===== src/rtl/wb_bus_mux_n.sv =====
// ============================================================================
// Module      : wb_bus_mux_n
// Description : Single-master Wishbone fan-out to NUM_PORTS downstream ports
//               with address decode, unmapped-access error response and an
//               optional downstream timeout (enable with WB_BUS_MUX_TIMEOUT_EN).
// Revision    : 1.0 - initial release
// ============================================================================
`default_nettype none

module wb_bus_mux_n #(
    parameter int          NUM_PORTS      = 2,
    parameter logic [31:0] BASE_ADDR      = 32'h3000_0000,
    parameter logic [31:0] BASE_MASK      = 32'hFF00_0000,
    parameter int          SEL_LSB        = 20,
    parameter int          SEL_BITS       = 2,
    parameter int          TIMEOUT_CYCLES = 255,
    parameter logic [31:0] UNMAPPED_DATA  = 32'hDEAD_BEEF
) (
    input  logic                    wb_clk_i,
    input  logic                    wb_rst_i,

    input  logic                    wbs_ufp_stb_i,
    input  logic                    wbs_ufp_cyc_i,
    input  logic                    wbs_ufp_we_i,
    input  logic [3:0]              wbs_ufp_sel_i,
    input  logic [31:0]             wbs_ufp_dat_i,
    input  logic [31:0]             wbs_ufp_adr_i,
    output logic                    wbs_ufp_ack_o,
    output logic [31:0]             wbs_ufp_dat_o,

    output logic [NUM_PORTS-1:0]    wbs_dfp_stb_o,
    output logic [NUM_PORTS-1:0]    wbs_dfp_cyc_o,
    output logic                    wbs_dfp_we_o,
    output logic [3:0]              wbs_dfp_sel_o,
    output logic [31:0]             wbs_dfp_dat_o,
    output logic [31:0]             wbs_dfp_adr_o,
    input  logic [32*NUM_PORTS-1:0] wbs_dfp_dat_i,
    input  logic [NUM_PORTS-1:0]    wbs_dfp_ack_i,

    output logic                    bus_err_o
);

    localparam logic [1:0]          c_st_idle   = 2'd0;
    localparam logic [1:0]          c_st_busy   = 2'd1;
    localparam logic [1:0]          c_st_resp   = 2'd2;
    localparam logic [SEL_BITS:0]   c_num_ports = (SEL_BITS+1)'(NUM_PORTS);
    localparam logic [15:0]         c_tmo_last  = 16'(TIMEOUT_CYCLES - 1);

    logic [1:0]           r_state, w_state_nxt;
    logic [NUM_PORTS-1:0] r_cyc, w_cyc_nxt;
    logic                 r_we, w_we_nxt;
    logic [3:0]           r_sel, w_sel_nxt;
    logic [31:0]          r_dat, w_dat_nxt;
    logic [31:0]          r_adr, w_adr_nxt;
    logic [31:0]          r_rdata, w_rdata_nxt;
    logic                 r_err, w_err_nxt;

    logic                 w_req;
    logic                 w_hit;
    logic [SEL_BITS-1:0]  w_port;
    logic                 w_port_ok;
    logic [NUM_PORTS-1:0] w_onehot;
    logic                 w_sel_ack;
    logic [31:0]          w_sel_dat;
    logic                 w_tmo_hit;

    assign w_req     = wbs_ufp_cyc_i & wbs_ufp_stb_i;
    assign w_hit     = ((wbs_ufp_adr_i & BASE_MASK) == BASE_ADDR);
    assign w_port    = wbs_ufp_adr_i[SEL_LSB +: SEL_BITS];
    assign w_port_ok = ({1'b0, w_port} < c_num_ports);
    assign w_onehot  = NUM_PORTS'(1) << w_port;

    // r_cyc is one-hot on the active port, so masking with it selects that port's ack/data
    assign w_sel_ack = |(wbs_dfp_ack_i & r_cyc);

    always_comb begin
        w_sel_dat = 32'h0;
        for (int p = 0; p < NUM_PORTS; p++) begin
            if (r_cyc[p]) begin
                w_sel_dat = w_sel_dat | wbs_dfp_dat_i[32*p +: 32];
            end
        end
    end

`ifdef WB_BUS_MUX_TIMEOUT_EN
    logic [15:0] r_tmo_cnt;

    always_ff @(posedge wb_clk_i) begin
        if (wb_rst_i || (r_state != c_st_busy)) begin
            r_tmo_cnt <= 16'h0;
        end else begin
            r_tmo_cnt <= r_tmo_cnt + 16'h1;
        end
    end

    assign w_tmo_hit = (r_tmo_cnt == c_tmo_last);
`else
    logic w_unused_tmo;
    assign w_unused_tmo = ^c_tmo_last;
    assign w_tmo_hit    = 1'b0;
`endif

    always_comb begin
        w_state_nxt = r_state;
        w_cyc_nxt   = r_cyc;
        w_we_nxt    = r_we;
        w_sel_nxt   = r_sel;
        w_dat_nxt   = r_dat;
        w_adr_nxt   = r_adr;
        w_rdata_nxt = r_rdata;
        w_err_nxt   = 1'b0;

        case (r_state)
            c_st_idle: begin
                if (w_req) begin
                    if (w_hit && w_port_ok) begin
                        w_cyc_nxt   = w_onehot;
                        w_we_nxt    = wbs_ufp_we_i;
                        w_sel_nxt   = wbs_ufp_sel_i;
                        w_dat_nxt   = wbs_ufp_dat_i;
                        w_adr_nxt   = wbs_ufp_adr_i;
                        w_state_nxt = c_st_busy;
                    end else begin
                        w_rdata_nxt = UNMAPPED_DATA;
                        w_err_nxt   = 1'b1;
                        w_state_nxt = c_st_resp;
                    end
                end
            end
            c_st_busy: begin
                // master abort wins over a coincident downstream ack
                if (!wbs_ufp_cyc_i) begin
                    w_cyc_nxt   = '0;
                    w_state_nxt = c_st_idle;
                end else if (w_sel_ack) begin
                    w_cyc_nxt   = '0;
                    w_rdata_nxt = w_sel_dat;
                    w_state_nxt = c_st_resp;
                end else if (w_tmo_hit) begin
                    w_cyc_nxt   = '0;
                    w_rdata_nxt = UNMAPPED_DATA;
                    w_err_nxt   = 1'b1;
                    w_state_nxt = c_st_resp;
                end
            end
            c_st_resp: begin
                w_state_nxt = c_st_idle;
            end
            default: begin
                w_cyc_nxt   = '0;
                w_state_nxt = c_st_idle;
            end
        endcase
    end

    always_ff @(posedge wb_clk_i) begin
        if (wb_rst_i) begin
            r_state <= c_st_idle;
            r_cyc   <= '0;
            r_we    <= 1'b0;
            r_sel   <= 4'h0;
            r_dat   <= 32'h0;
            r_adr   <= 32'h0;
            r_rdata <= 32'h0;
            r_err   <= 1'b0;
        end else begin
            r_state <= w_state_nxt;
            r_cyc   <= w_cyc_nxt;
            r_we    <= w_we_nxt;
            r_sel   <= w_sel_nxt;
            r_dat   <= w_dat_nxt;
            r_adr   <= w_adr_nxt;
            r_rdata <= w_rdata_nxt;
            r_err   <= w_err_nxt;
        end
    end

    assign wbs_ufp_ack_o = (r_state == c_st_resp);
    assign wbs_ufp_dat_o = wbs_ufp_ack_o ? r_rdata : 32'h0;
    assign bus_err_o     = r_err;

    assign wbs_dfp_stb_o = r_cyc;
    assign wbs_dfp_cyc_o = r_cyc;
    assign wbs_dfp_we_o  = r_we;
    assign wbs_dfp_sel_o = r_sel;
    assign wbs_dfp_dat_o = r_dat;
    assign wbs_dfp_adr_o = r_adr;

endmodule

`default_nettype wire


===== config.mk =====
export PLATFORM = sky130hd
export DESIGN_NAME = wb_bus_mux_n
export DESIGN_NICKNAME = d
export VERILOG_FILES = /design/src/rtl/wb_bus_mux_n.sv
export SDC_FILE = /design/constraint.sdc
export NUM_CORES = 1
export LEC_CHECK = 0
export CAP_MARGIN = 10
export CORE_MARGIN = 10
export CORE_UTILIZATION = 36
export CTS_CLUSTER_DIAMETER = 150
export CTS_CLUSTER_SIZE = 24
export DETAILED_ROUTE_END_ITERATION = 10
export HOLD_SLACK_MARGIN = 0.03
export PLACE_DENSITY = 0.82
export SKIP_LAST_GASP = 1
export SLEW_MARGIN = 30
export SYNTH_ARGS = -nofsm -noshare
export SYNTH_HDL_FRONTEND = slang
export SYNTH_SLANG_ARGS = --single-unit

===== constraint.sdc =====
create_clock -name wb_clk_i -period 1.45 [get_ports wb_clk_i]
set_input_delay 0.145 -clock wb_clk_i [delete_from_list [all_inputs] [get_ports wb_clk_i]]
set_output_delay 0.145 -clock wb_clk_i [all_outputs]
set_load 0.02 [all_outputs]

==> flow_summary.yaml <==
status:
  status: "complete, but fails checks"
  violations: "negative setup slack"
setup_path:
  worstPathMaxFanout: 7
  cp_data_required_time_ns: 1.72
  ff2ff_setup_slack_ns: -0.21
  cp-startpoint: "r_state[1]"
  rr_worst_depth: 7
  critPathKind: "register to register"
  arrival_ns: 1.94
  r2r_end: "wbs_dfp_dat_o[10]"
  crit_end: "wbs_dfp_dat_o[10]"
  endpoint_kind: "register"
  worstSetupStartpointType: "register"
  r2r_start: "r_state[1]"
floorplan:
  io_pins: 246
  die_area_um2: 18600
  core-area_um2: 13200
  start_util_pct: 36.8
  fp-row-count: 42
  die_height_um: 136
  die_w_um: 136
detailed_routing:
  via_count: 4868
  drt-vias-per-instance: 5.09
  ant_nets: 0
  dr.pass1.iters: 4
  routed_wl_mm: 19.4
  drt_iter0_markers: 144
  wire_per_inst_um: 20.3
  drc: 0
clocking:
  cts.sinks: 106
  cts_buffer_depth: 2
  clock_latency_ns: 0.34
  tritoncts: "done"
  cts_buffers: 9
  clockRootBuffer: "clkbuf_16"
  clk_pin_slew_ns: 0.07
  htreeDepth: 3
  ctsHoldBuffers: 0
logic_synthesis:
  ys_ff_latch: 106
  synthFlopType: "dfxtp_1"
  async_reset_ff_share_pct: 0
  synth_area_um2: 4870
  synth_area_leader_cell: "dfxtp_1"
  synth-warning-count: 0
  synth_cell_types: 39
  netlist.area_leader.share_pct: 43.5
  syn_nets: 650
  ys_seq_area_share_pct: 43.5
  synth.avg_cell_area_um2: 9.54
  synth-edff-count: 0
  syn_inst: 511
  synth.area.top_cells: "dfxtp_1 44%, a21oi_2 10%, nand2_2 6.2%, a211oi_2 5.6%, nand2_1 5.5%"
cells_and_area:
  area_growth_pct: 81.9
  layout.nets: 915
  layout-drive-gt1-share_pct: 40.5
  n_fill_cell: 1012
  design_area_um2: 8860
job:
  drv_cap: 0
pwr:
  total_power_uw: 6090
  leakagePower_uw: 0.00453
  peakVddDrop_mv: 0.474
  powerDensity_nw_per_um2: 687
timing:
  worst_slack_ns: -0.212
  worst_pin_slew_ns: 0.476
  post-route-min-period_ns: 1.66
  slew_viol_final: 0
  layout_worst_path_cycle_share_pct: 115
  setup_viol: 137
  finClkSkew_ns: 0.00980
  relSlewSlack_pct: 68.0
  rsz0062_at_grt: "true"
  max_freq_mhz: 602
  hold_viol: 0
  hold-worst-slack_ns: 0.303
place:
  dpl_worst_slack_ns: -0.752
  gp_congestion: 0.830
  port_buffers: 245
  place_area_um2: 7620
  post-dp-hpwl_mm: 12.9
global_route:
  grtUsageTotal_pct: 18.3
  grt_max_degree: 58
  grt_pass1_wl_mm: 27.0
  antenna_found_initial: 0
  grt_overflow: 0
  grt_pass1_vias: 4967
hold_path:
  min_path_type: "input pin to register"
what timing repair did:
item	CTS	global route
pin swaps	22	81
setup buffers	9	9
resized for setup	149	206
endpoints found under the setup margin	202	211
cloned	7	8
through the flow:
stage          setup TNS [ns]  utilization, %  std cells
2_1_floorplan       -0.000281               -        511
3_3_place_gp           -52.70            57.5        909
3_5_place_dp           -56.92            57.5        909
4_1_cts                -22.47            62.2        940
5_1_grt                -27.37            66.9        956
6_report               -20.39            66.9        957
worst min-delay path by stage:
stage                            startpoint                end  slack, ns  cells past startpoint
after floorplan           wbs_ufp_adr_i[10]  wbs_dfp_adr_o[10]       0.28                      2
after global placement    wbs_dfp_adr_o[27]  wbs_dfp_adr_o[27]       0.44                      1
after detailed placement  wbs_dfp_adr_o[26]  wbs_dfp_adr_o[26]       0.44                      1
after CTS                          wb_rst_i   wbs_dfp_dat_o[1]       0.32                      3
after global routing               wb_rst_i        r_rdata[29]       0.32                      4
final                              wb_rst_i         r_rdata[4]       0.30                      4
layout by cell type, fill, tap and decap left out, types with 9 or more instances in the layout:
cell             Yosys  routed
a211oi_2            22      22
a21oi_2             58      80
a221oi_1            24      24
and2_1              39      39
buf_12               6      12
buf_2                7      17
buf_4                2      35
buf_6                4      13
clkbuf_16            0      14
clkdlybuf4s50_1      0     137
dfxtp_1            106     102
dlymetal6s2s_1       0      70
nand2_1             71      41
nand2_2             48      32
nand2_4              0      46
nand2b_1            10       9
power breakdown:
part / switching [µW] / leakage, µW / internal (µW)
clock: 1070 / 0.000128 / 1200
sequential: 32.1 / 0.000861 / 2960
combinational: 320 / 0.00355 / 500
sequential cells by signal (all words and copies together), names as in the netlist:
| register | count |
|---|---|
| wbs_dfp_sel_o | 4 |
| wbs_dfp_dat_o | 32 |
| wbs_dfp_we_o | 1 |
| r_state | 2 |
| r_rdata | 32 |
| wbs_dfp_adr_o | 32 |
| bus_err_o | 1 |
| wbs_dfp_cyc_o | 2 |
Yosys cell counts (2+ instances only):
cell type and n:
and2b_1 2, a211oi_2 22, buf_12 6, a21oi_1 29
a221oi_1 24, and2_1 39, and4_4 2, or4_1 8
and4bb_4 2, buf_4 2, nor2_1 7, clkbuf_1 26
buf_2 7, nand3_1 4, nand2b_1 10, dfxtp_1 106
nand2_1 71, nand2_2 48, o21ai_1 3, a21oi_2 58
a22oi_1 8, o21ai_0 5, buf_1 2, buf_6 4
a211oi_1 2
critical path: stages, from the launching register on:
cell	delay, ns
dfxtp_4	0.36
and4bb_4	0.36
buf_6	0.13
and4_4	0.27
buf_12	0.15
clkbuf_16	0.17
nand2_4	0.05
a21oi_2	0.12
metal layers:
layer  up-vias  track usage (%)  share of wire (%)
li1       2321                -                  -
met1      2344             19.5                 38
met2       180             32.1                 52
met3        23             7.27                7.9
met4         0             6.80                1.8
met5         -                0                  0
layout make-up:
class                      count  area [µm²]  share of cell area [%]
timing repair buffer         300        3320                    37.4
antenna                        1        2.50                  0.0282
multi-input combinational    358        2920                    32.9
clock buffer                  11         243                    2.74
tap                          176         220                    2.48
clock inverter                 4        28.8                   0.325
inverter                       1        3.75                  0.0423
sequential                   106        2130                    24.0
logic make-up after synthesis:
kind of cell / count (synthesis) / share of synthesized area, %
flops: 106 / 43.5
buf+inv: 49 / 6.96
simple gates: 201 / 22.8
compound gates: 155 / 26.7
No activity file was read; power rests on OpenSTA's default activity.
